<file path="src/rtl/mem_arb_pkg.sv">
// Shared types and constants for the memory port arbiter.
package mem_arb_pkg;
  typedef enum logic [1:0] {
    IDLE      = 2'd0,
    WAIT_IF   = 2'd1,
    WAIT_LS   = 2'd2,
    WAIT_DROP = 2'd3
  } arb_state_t;

  localparam int BE_W = 4;
  localparam logic [BE_W-1:0] BE_ALL = 4'hF;
endpackage

</file>
<file path="src/rtl/mem_port_arbiter_if.sv">
// Bundle of fetch, LSU, flush and memory-side signals around the arbiter.
interface mem_port_arbiter_if #(parameter int size = 32);
  import mem_arb_pkg::*;

  logic            if_req_i;
  logic [size-1:0] if_addr_i;
  logic            if_gnt_o;
  logic            if_rvalid_o;
  logic [size-1:0] if_rdata_o;

  logic            ls_req_i;
  logic            ls_we_i;
  logic [BE_W-1:0] ls_be_i;
  logic [size-1:0] ls_addr_i;
  logic [size-1:0] ls_wdata_i;
  logic            ls_gnt_o;
  logic            ls_rvalid_o;
  logic [size-1:0] ls_rdata_o;

  logic            mem_req_o;
  logic            mem_we_o;
  logic [BE_W-1:0] mem_be_o;
  logic [size-1:0] mem_addr_o;
  logic [size-1:0] mem_wdata_o;
  logic            mem_gnt_i;
  logic            mem_rvalid_i;
  logic [size-1:0] mem_rdata_i;

  logic            flush_i;

  // Arbiter side.
  modport slave (
    input  if_req_i, if_addr_i,
    output if_gnt_o, if_rvalid_o, if_rdata_o,
    input  ls_req_i, ls_we_i, ls_be_i, ls_addr_i, ls_wdata_i,
    output ls_gnt_o, ls_rvalid_o, ls_rdata_o,
    output mem_req_o, mem_we_o, mem_be_o, mem_addr_o, mem_wdata_o,
    input  mem_gnt_i, mem_rvalid_i, mem_rdata_i,
    input  flush_i
  );

  // Requesters and memory side.
  modport master (
    output if_req_i, if_addr_i,
    input  if_gnt_o, if_rvalid_o, if_rdata_o,
    output ls_req_i, ls_we_i, ls_be_i, ls_addr_i, ls_wdata_i,
    input  ls_gnt_o, ls_rvalid_o, ls_rdata_o,
    input  mem_req_o, mem_we_o, mem_be_o, mem_addr_o, mem_wdata_o,
    output mem_gnt_i, mem_rvalid_i, mem_rdata_i,
    output flush_i
  );
endinterface

</file>
<file path="src/rtl/mem_port_arbiter_starve_counter.sv">
// Counts LSU grants taken while fetch waits; saturates at LIMIT, sat flags it.
module starve_counter #(
  parameter int LIMIT = 4
) (
  input  logic clk,
  input  logic reset,
  input  logic inc,
  input  logic clr,
  output logic sat
);
  localparam int W = $clog2(LIMIT + 1);

  logic [W-1:0] cnt;

  assign sat = (cnt == W'(LIMIT));

  always_ff @(posedge clk or negedge reset) begin
    if (!reset) begin
      cnt <= '0;
    end else if (clr) begin
      cnt <= '0;
    end else if (inc && !sat) begin
      cnt <= cnt + 1'b1;
    end
  end
endmodule

</file>
<file path="src/rtl/mem_port_arbiter.sv">
// Shares one memory port between fetch and LSU, one transaction in flight;
// LSU has priority until fetch has been passed over STARVE_LIMIT times.
module mem_port_arbiter #(
  parameter int size         = 32,
  parameter int STARVE_LIMIT = 4
) (
  input logic              clk,
  input logic              reset,
  mem_port_arbiter_if.slave bus
);
  import mem_arb_pkg::*;

  arb_state_t state_q, state_d;
  logic       sat, inc, clr;
  logic       fetch_sel, ls_sel;

  starve_counter #(.LIMIT(STARVE_LIMIT)) u_starve (
    .clk   (clk),
    .reset (reset),
    .inc   (inc),
    .clr   (clr),
    .sat   (sat)
  );

  always_ff @(posedge clk or negedge reset) begin
    if (!reset) state_q <= IDLE;
    else        state_q <= state_d;
  end

  always_comb begin
    state_d         = state_q;
    inc             = 1'b0;
    clr             = 1'b0;
    fetch_sel       = 1'b0;
    ls_sel          = 1'b0;
    bus.if_gnt_o    = 1'b0;
    bus.if_rvalid_o = 1'b0;
    bus.if_rdata_o  = {size{1'b0}};
    bus.ls_gnt_o    = 1'b0;
    bus.ls_rvalid_o = 1'b0;
    bus.ls_rdata_o  = {size{1'b0}};
    bus.mem_req_o   = 1'b0;
    bus.mem_we_o    = 1'b0;
    bus.mem_be_o    = '0;
    bus.mem_addr_o  = {size{1'b0}};
    bus.mem_wdata_o = {size{1'b0}};

    // Reset gates every output so nothing leaks while the block is held.
    if (reset) begin
      case (state_q)
        IDLE: begin
          fetch_sel = bus.if_req_i && !bus.flush_i && (!bus.ls_req_i || sat);
          ls_sel    = bus.ls_req_i && !fetch_sel;
          if (fetch_sel) begin
            bus.mem_req_o  = 1'b1;
            bus.mem_be_o   = BE_ALL;
            bus.mem_addr_o = bus.if_addr_i;
          end else if (ls_sel) begin
            bus.mem_req_o   = 1'b1;
            bus.mem_we_o    = bus.ls_we_i;
            bus.mem_be_o    = bus.ls_be_i;
            bus.mem_addr_o  = bus.ls_addr_i;
            bus.mem_wdata_o = bus.ls_wdata_i;
          end
          if (bus.mem_gnt_i && fetch_sel) begin
            bus.if_gnt_o = 1'b1;
            clr          = 1'b1;
            state_d      = WAIT_IF;
          end else if (bus.mem_gnt_i && ls_sel) begin
            bus.ls_gnt_o = 1'b1;
            inc          = bus.if_req_i;
            state_d      = WAIT_LS;
          end
        end
        WAIT_IF: begin
          if (bus.mem_rvalid_i) begin
            if (!bus.flush_i) begin
              bus.if_rvalid_o = 1'b1;
              bus.if_rdata_o  = bus.mem_rdata_i;
            end
            state_d = IDLE;
          end else if (bus.flush_i) begin
            state_d = WAIT_DROP;
          end
        end
        WAIT_LS: begin
          if (bus.mem_rvalid_i) begin
            bus.ls_rvalid_o = 1'b1;
            bus.ls_rdata_o  = bus.mem_rdata_i;
            state_d         = IDLE;
          end
        end
        WAIT_DROP: begin
          if (bus.mem_rvalid_i) state_d = IDLE;
        end
        default: state_d = IDLE;
      endcase
    end
  end
endmodule

</file>
<file path="src/flat_wrapper.sv">
// flat-port wrapper written by rule: the top's interface ports become plain ports
module mem_port_arbiter_flat import mem_arb_pkg::*;
#(
  parameter int size         = 32,
  parameter int STARVE_LIMIT = 4
)
  (clk, reset, bus_if_req_i, bus_if_addr_i, bus_if_gnt_o, bus_if_rvalid_o, bus_if_rdata_o, bus_ls_req_i, bus_ls_we_i, bus_ls_be_i, bus_ls_addr_i, bus_ls_wdata_i, bus_ls_gnt_o, bus_ls_rvalid_o, bus_ls_rdata_o, bus_mem_req_o, bus_mem_we_o, bus_mem_be_o, bus_mem_addr_o, bus_mem_wdata_o, bus_mem_gnt_i, bus_mem_rvalid_i, bus_mem_rdata_i, bus_flush_i);
  mem_port_arbiter_if #(.size(size)) bus_i ();
  input logic clk;
  input logic reset;
  input wire logic [$bits(bus_i.if_req_i)-1:0] bus_if_req_i;
  input wire logic [$bits(bus_i.if_addr_i)-1:0] bus_if_addr_i;
  output wire logic [$bits(bus_i.if_gnt_o)-1:0] bus_if_gnt_o;
  output wire logic [$bits(bus_i.if_rvalid_o)-1:0] bus_if_rvalid_o;
  output wire logic [$bits(bus_i.if_rdata_o)-1:0] bus_if_rdata_o;
  input wire logic [$bits(bus_i.ls_req_i)-1:0] bus_ls_req_i;
  input wire logic [$bits(bus_i.ls_we_i)-1:0] bus_ls_we_i;
  input wire logic [$bits(bus_i.ls_be_i)-1:0] bus_ls_be_i;
  input wire logic [$bits(bus_i.ls_addr_i)-1:0] bus_ls_addr_i;
  input wire logic [$bits(bus_i.ls_wdata_i)-1:0] bus_ls_wdata_i;
  output wire logic [$bits(bus_i.ls_gnt_o)-1:0] bus_ls_gnt_o;
  output wire logic [$bits(bus_i.ls_rvalid_o)-1:0] bus_ls_rvalid_o;
  output wire logic [$bits(bus_i.ls_rdata_o)-1:0] bus_ls_rdata_o;
  output wire logic [$bits(bus_i.mem_req_o)-1:0] bus_mem_req_o;
  output wire logic [$bits(bus_i.mem_we_o)-1:0] bus_mem_we_o;
  output wire logic [$bits(bus_i.mem_be_o)-1:0] bus_mem_be_o;
  output wire logic [$bits(bus_i.mem_addr_o)-1:0] bus_mem_addr_o;
  output wire logic [$bits(bus_i.mem_wdata_o)-1:0] bus_mem_wdata_o;
  input wire logic [$bits(bus_i.mem_gnt_i)-1:0] bus_mem_gnt_i;
  input wire logic [$bits(bus_i.mem_rvalid_i)-1:0] bus_mem_rvalid_i;
  input wire logic [$bits(bus_i.mem_rdata_i)-1:0] bus_mem_rdata_i;
  input wire logic [$bits(bus_i.flush_i)-1:0] bus_flush_i;
  assign bus_i.if_req_i = bus_if_req_i;
  assign bus_i.if_addr_i = bus_if_addr_i;
  assign bus_if_gnt_o = bus_i.if_gnt_o;
  assign bus_if_rvalid_o = bus_i.if_rvalid_o;
  assign bus_if_rdata_o = bus_i.if_rdata_o;
  assign bus_i.ls_req_i = bus_ls_req_i;
  assign bus_i.ls_we_i = bus_ls_we_i;
  assign bus_i.ls_be_i = bus_ls_be_i;
  assign bus_i.ls_addr_i = bus_ls_addr_i;
  assign bus_i.ls_wdata_i = bus_ls_wdata_i;
  assign bus_ls_gnt_o = bus_i.ls_gnt_o;
  assign bus_ls_rvalid_o = bus_i.ls_rvalid_o;
  assign bus_ls_rdata_o = bus_i.ls_rdata_o;
  assign bus_mem_req_o = bus_i.mem_req_o;
  assign bus_mem_we_o = bus_i.mem_we_o;
  assign bus_mem_be_o = bus_i.mem_be_o;
  assign bus_mem_addr_o = bus_i.mem_addr_o;
  assign bus_mem_wdata_o = bus_i.mem_wdata_o;
  assign bus_i.mem_gnt_i = bus_mem_gnt_i;
  assign bus_i.mem_rvalid_i = bus_mem_rvalid_i;
  assign bus_i.mem_rdata_i = bus_mem_rdata_i;
  assign bus_i.flush_i = bus_flush_i;
  mem_port_arbiter #(.size(size), .STARVE_LIMIT(STARVE_LIMIT)) u_core (.clk(clk), .reset(reset), .bus(bus_i));
endmodule
</file>
<file path="config.mk">
export PLATFORM = sky130hd
export DESIGN_NAME = mem_port_arbiter_flat
export DESIGN_NICKNAME = d
export VERILOG_FILES = /design/src/rtl/mem_arb_pkg.sv /design/src/rtl/mem_port_arbiter_if.sv /design/src/rtl/mem_port_arbiter_starve_counter.sv /design/src/rtl/mem_port_arbiter.sv /design/src/flat_wrapper.sv
export SDC_FILE = /design/constraint.sdc
export NUM_CORES = 1
export LEC_CHECK = 0
export ABC_AREA = 1
export CAP_MARGIN = 20
export CORE_AREA = 2 2 108 110
export DETAILED_ROUTE_END_ITERATION = 8
export DIE_AREA = 0 0 110 112
export SYNTH_ARGS = -nofsm -noshare
export SYNTH_HDL_FRONTEND = slang
export SYNTH_SLANG_ARGS = --single-unit
</file>
<file path="constraint.sdc">
create_clock -name clk -period 1.69 [get_ports clk]
set_input_delay 0.169 -clock clk [delete_from_list [all_inputs] [get_ports clk]]
set_output_delay 0.169 -clock clk [all_outputs]
set_load 0.02 [all_outputs]
</file>
=== Word-level counts from Yosys, hierarchy flattened ===
Index checks and enable logic that the tools add are counted.
Widths: inputs -> output; s select.

* Bits of input ports: 140
* Word-level logic and storage cells: 78
* Register bits after elaboration: 5

* Multiplexer cells: 53
* $add $sub $neg: 1
* Reduce and logical (&&, ||, !) cells: 15
* Equality and inequality tests: 7

{| class="wikitable"
|+ Operators with widths
! cell !! number
|-
| $mux 32 || 15
|-
| $mux 1 || 26
|-
| $mux 4 || 4
|-
| $mux 2 || 5
|-
| $logic_and 1x1->1 || 6
|-
| $mux 3 || 2
|-
| $pmux 2 s3 || 1
|-
| $eq 2x2->1 const B || 2
|-
| $logic_not 1->1 || 4
|-
| $reduce_and 4->1 || 1
|-
| $add 3x1->3 const B || 1
|-
| $eq 3x3->1 const B || 1
|-
| $ne 3x1->1 const B || 1
|-
| $ne 3x3->1 const B || 1
|-
| $eq 2x1->1 const B || 1
|-
| $logic_not 2->1 || 1
|-
| $ne 2x1->1 const B || 1
|-
| $reduce_bool 2->1 || 1
|-
| $reduce_or 2->1 || 1
|-
| $logic_or 1x1->1 || 1
|}

=== Longest topological paths before layout ===
* Depth in word-level cells: 13
* Mapped depth: 10
* Mapped depth without buffers: 10

=== By module ===
Synthesis repeated with hierarchy kept, for this count alone.

* Cells, all modules: 364
* Area, all modules: 1799.2 µm²

{| class="wikitable"
|+ Modules (own cells, without submodules)
! module !! area an instance (µm²) !! cells an instance !! times used !! seq. area each (µm²)
|-
| mem_port_arbiter || 1614.0 || 339 || 1 || 50.0
|-
| starve_counter || 185.2 || 25 || 1 || 75.1
|}

=== Worst setup path after synthesis ===
Ideal clock, no wire load.

* Path kind: register to output
* From: register u_core.u_starve.cnt[0]
* To: output port bus_mem_addr_o[10]
* Data arrival time: 1.509 ns
* Cell stages (with the launch flop): 9
* Path buffers: 1
* Slack: 0.012 ns
* Cell sequence: dfrtp_1 -> inv_1 -> ha_1 -> nand2_1 -> inv_1 -> a21boi_4 -> buf_6 -> nand2_1 -> a21oi_1

* Word-level cells in the longest chain between the ends: 9

{| class="wikitable"
|+ RTL lines
! what !! RTL line !! RTL
|-
| start: declaration || mem_port_arbiter_starve_counter.sv:13 || <nowiki>logic [W-1:0] cnt;</nowiki>
|-
| start signal: assignment || mem_port_arbiter_starve_counter.sv:23 || <nowiki>cnt <= cnt + 1'b1;</nowiki>
|-
| $eq 3x3->1 (*) || mem_port_arbiter_starve_counter.sv:15 || <nowiki>assign sat = (cnt == W'(LIMIT));</nowiki>
|-
| $logic_or 1x1->1 (*) || mem_port_arbiter.sv:52 || <nowiki>fetch_sel = bus.if_req_i && !bus.flush_i && (!bus.ls_req_i || sat);</nowiki>
|-
| $logic_and 1x1->1 (*) || mem_port_arbiter.sv:52 ||
|-
| $logic_not 1->1 || mem_port_arbiter.sv:53 || <nowiki>ls_sel = bus.ls_req_i && !fetch_sel;</nowiki>
|-
| $logic_and 1x1->1 || mem_port_arbiter.sv:53 ||
|-
| $mux 32 || mem_port_arbiter.sv:58 || <nowiki>end else if (ls_sel) begin</nowiki>
|-
| $mux 32 (*) || mem_port_arbiter.sv:54 || <nowiki>if (fetch_sel) begin</nowiki>
|-
| $mux 32 (*) || mem_port_arbiter.sv:50 || <nowiki>case (state_q)</nowiki>
|-
| $mux 32 (*) || mem_port_arbiter.sv:49 || <nowiki>if (reset) begin</nowiki>
|-
| end: declaration || flat_wrapper.sv:27 || <nowiki>output wire logic [$bits(bus_i.mem_addr_o)-1:0] bus_mem_addr_o;</nowiki>
|}

Every way passes the cells marked *; elsewhere a longest branch is shown, timed or not.

=== Final worst setup path ===
* From: register u_core.u_starve.cnt[0]
* To: output port bus_mem_wdata_o[21]

* Word-level cells in the longest chain between the ends: 9

{| class="wikitable"
|+ RTL lines
! what !! RTL line !! RTL
|-
| $eq 3x3->1 (*) || mem_port_arbiter_starve_counter.sv:15 ||
|-
| $logic_or 1x1->1 (*) || mem_port_arbiter.sv:52 ||
|-
| $logic_and 1x1->1 (*) || mem_port_arbiter.sv:52 ||
|-
| $logic_not 1->1 || mem_port_arbiter.sv:53 ||
|-
| $logic_and 1x1->1 || mem_port_arbiter.sv:53 ||
|-
| $mux 32 || mem_port_arbiter.sv:58 ||
|-
| $mux 32 (*) || mem_port_arbiter.sv:54 ||
|-
| $mux 32 (*) || mem_port_arbiter.sv:50 ||
|-
| $mux 32 (*) || mem_port_arbiter.sv:49 ||
|-
| end: declaration || flat_wrapper.sv:28 || <nowiki>output wire logic [$bits(bus_i.mem_wdata_o)-1:0] bus_mem_wdata_o;</nowiki>
|}

Marks and branches as above.

==> results by group <==
Status
  • Status: finished with violations
  • Failing checks: negative setup slack

Global route
  • First-pass GRT wire length: ~16 mm
  • Antenna violations before repair: 0
  • Remaining global-route overflow: 0
  • Largest net degree at the start of global routing: 36
  • Total track usage: about 16%
  • Vias in the first global route: 3469

Critical path
  • Worst Setup Start Kind: register
  • Worst-path fanout max: 16
  • Worst setup endpoint: bus_mem_wdata_o[21]
  • Reg-to-reg setup timing slack: 0.07 ns
  • Worst Setup SP: u_core.u_starve.cnt[0]
  • Worst path max stage delay: roughly 0.35 ns
  • Worst Path Arrival: approximately 1.8 ns
  • CP top delay family: buffers and inverters
  • Worst r2r src: u_core.u_starve.cnt[0]
  • Reg2reg end: u_core.u_starve.cnt[1]
  • CP Buf/Inv Count: 6
  • CP max-delay cell: dfrtp_1
  • Reg2reg path depth: 11
  • CP Data Required Time: 1.52 ns
  • Crit path cell chain: inv_2 > ha_4 > nand2_4 > inv_4 > a21boi_4 > buf_12 > buf_12 > inv_12 > nor2_1 > buf_4
  • Setup CP Type: reg2out
  • Cell depth of the worst setup path: 10
  • Kind of end point of the critical path: output pin
  • Crit path top cell by count: buf_12

Drt
  • Initial DRC Count: between 80 and 90
  • # DRC: 0
  • Via/cell ratio: 4.26
  • Via count: approximately 3500
  • Drt pass-1 iters: 4
  • DRT antenna net count: 0
  • Final wirelength: between 10 and 15 mm
  • Drt wl/cell: 14.8 um

CTS
  • Clock sinks: 5
  • TritonCTS buffer count: 3
  • Clock latency at the later pin of the worst-skew pair: around 0.23 ns
  • Clk pin slew, worst setup/hold paths: ~0.030 ns
  • Clk buf depth: 2
  • CTS tree: built
  • CTS H-Tree Depth: 1
  • Post-CTS Hold Buffers: 0
  • CTS Root Cell: clkbuf_16

Pwr
  • Part of the power in combinational logic: between 80% and 90%
  • Power Dens Cells: a little under 600 nW/um2
  • Peak supply drop: roughly 0.33 mV
  • Clk pwr share: 10.4%
  • Sw Ratio: 46.7%
  • Net switching power: 0.00176 W
  • Sequential share of power: 5.6%
  • Power, Total: 0.00377 W
  • LEAKAGE: 2.85 nW
  • Pint: 0.00201 W

STA
  • Final Hold Vio Count: 0
  • Setup Skew: 0.00200 ns
  • Worst rel slew slack: between 80 and 90%
  • RSZ-0062 raised after global routing: true
  • Fin crit share: 119%
  • Final setup viols: between 80 and 90
  • Worst Max-Slew Pin Slew: 0.254 ns
  • Slack of the critical path: -0.314 ns
  • Max Clk Rate: around 500 MHz
  • Period minus WS final: approximately 2.0 ns
  • Max-slew violation count: 0

Finish
  • Ratio of cells with drive above 1 in the final layout: between 50 and 60%
  • Most frequent cells in the layout: clkdlybuf4s50_1, buf_6, nor2_4
  • Number of fillers in the final layout: ~960
  • Final #Nets: between 800 and 900
  • Commonest non-fill, non-tap cell in the layout: clkdlybuf4s50_1
  • ANT cells: 0
  • Layout area overhead: 273%
  • Final instance area: around 6500 um2

Place
  • Cell Area, Placed: a little under 5000 um2
  • Dpl ws: -0.628 ns
  • Final GP Congestion: roughly 0.85
  • Dpl hpwl: between 8 and 9 mm
  • PortBufs: roughly 280

Synthesis
  • Syn Nets: a little under 500
  • Area leader, netlist: nand2_1
  • Syn Inst Count: about 360
  • Syn. warnings: 0
  • Syn Std Cell Area: ~1700 um2
  • Top-area cell type share of the netlist area: around a quarter
  • Mean Syn Cell Area: 4.93 um2
  • Sequential cell area fraction in the yosys report: under 10%
  • Flops & latches, synth: 5
  • Synth unique cells: 20
  • Largest cells by area after synthesis: nand2_1, nor2_1, a21oi_1

Worst hold path
  • Worst min path class: in2async

Floorplan
  • Chip Height: between 100 and 150 um
  • Initial Util: between 10% and 20%
  • Die Area: approximately 12000 um2
  • Core area: 11200 um2
  • Boundary Pins: about 280
  • Chip Width: between 100 and 150 um
  • FP Rows: 39

Job
  • Maxcap violations: 0
==> flip-flops by register name, summed over array words and instances (netlist names) <==
register	flops
u_core.u_starve.cnt	3
u_core.state_q	2
==> per-layer routing <==
metal	wire length (um)	track usage, %	up-vias
li1	-	-	1710
met1	3910	14.8	1611
met2	6990	33.3	166
met3	1080	5.09	18
met4	185	3.80	0
met5	0	0	-
==> through the flow <==
stage | setup TNS (ns) | hold WS [ns] | util (%) | instances
3_3_place_gp | -72.16 | 0.544 | 43.3 | 788
2_1_floorplan | 0 | -0.127 | - | 355
5_1_grt | -26.06 | 0.175 | 58.4 | 822
6_report | -15.76 | 0.136 | 58.4 | 822
4_1_cts | -13.78 | 0.101 | 46.8 | 812
3_5_place_dp | -73.68 | 0.551 | 43.3 | 788
==> worst register-to-register path, delay by kind of cell (launching register included) <==
kind,cells,cell delay [ns]
AOI/OAI and AO/OA,1,0.20
adders and majority gates,1,0.17
buffers and inverters,5,0.41
DFF,1,0.35
and+or+nand+nor,4,0.36
==> cells in the mapped netlist <==
cell and count:
a21boi_4 1, a21oi_1 36, buf_2 4, buf_4 7
buf_6 12, dfrtp_1 5, ha_1 2, inv_1 41
inv_2 6, nand2_1 117, nand2_2 2, nand3_1 10
nand3_2 1, nand4_1 3, nor2_1 80, nor2_2 24
nor2_4 1, nor3_2 1, o21ai_0 1, xor2_1 1
==> cell families (layout without fill, tap and decap cells) <==
group | count (synthesis) | count (layout) | share of synthesized area (%)
xor gates and xnor gates | 1 | 1 | 0.501
DFF | 5 | 5 | 7.15
buffers and inverters | 70 | 394 | 22.0
and+or+nand+nor | 239 | 239 | 57.3
AOI/OAI and AO/OA | 38 | 38 | 11.7
adders and majority gates | 2 | 2 | 1.43
==> power by group through the flow <==
| stage | Clock [W] | Combinational, W | Sequential (W) |
|---|---|---|---|
| CTS | 0.000399 | 0.00254 | 0.000205 |
| floorplan | 0 | 0.00109 | 0.000206 |
| finish | 0.000392 | 0.00317 | 0.000210 |
| global placement | 0 | 0.00220 | 0.000205 |
| global route | 0.000414 | 0.00338 | 0.000217 |
| detailed placement | 0 | 0.00222 | 0.000207 |
==> cell type report <==
class | count | area (um2) | share of cell area, %
clock buffer | 4 | 78.8 | 1.21
inverter | 47 | 215 | 3.30
multi-input combinational | 280 | 2250 | 34.5
sequential | 5 | 125 | 1.92
tap | 143 | 179 | 2.74
timing repair buffer | 341 | 3650 | 55.9
timing repair inverter | 2 | 32.5 | 0.499
==> how the worst min path moves through the flow <==
stage / startpoint / cells past startpoint / slack [ns] / endpoint
finish: reset / 2 / 0.14 / u_core.state_q[0]
detailed placement: u_core.state_q[0] / 2 / 0.55 / u_core.state_q[0]
floorplan: reset / 0 / -0.13 / u_core.state_q[0]
CTS: reset / 2 / 0.10 / u_core.state_q[0]
global placement: u_core.state_q[1] / 2 / 0.54 / u_core.state_q[1]
global route: reset / 2 / 0.17 / u_core.u_starve.cnt[1]
==> what timing repair did <==
action,in CTS,in global routing
gates cloned,5,6
buffers inserted,16,5
resized for setup,785,315
setup endpoints to repair,138,139
pin swaps,32,31
Note: power is estimated with default switching activity, not from simulation.
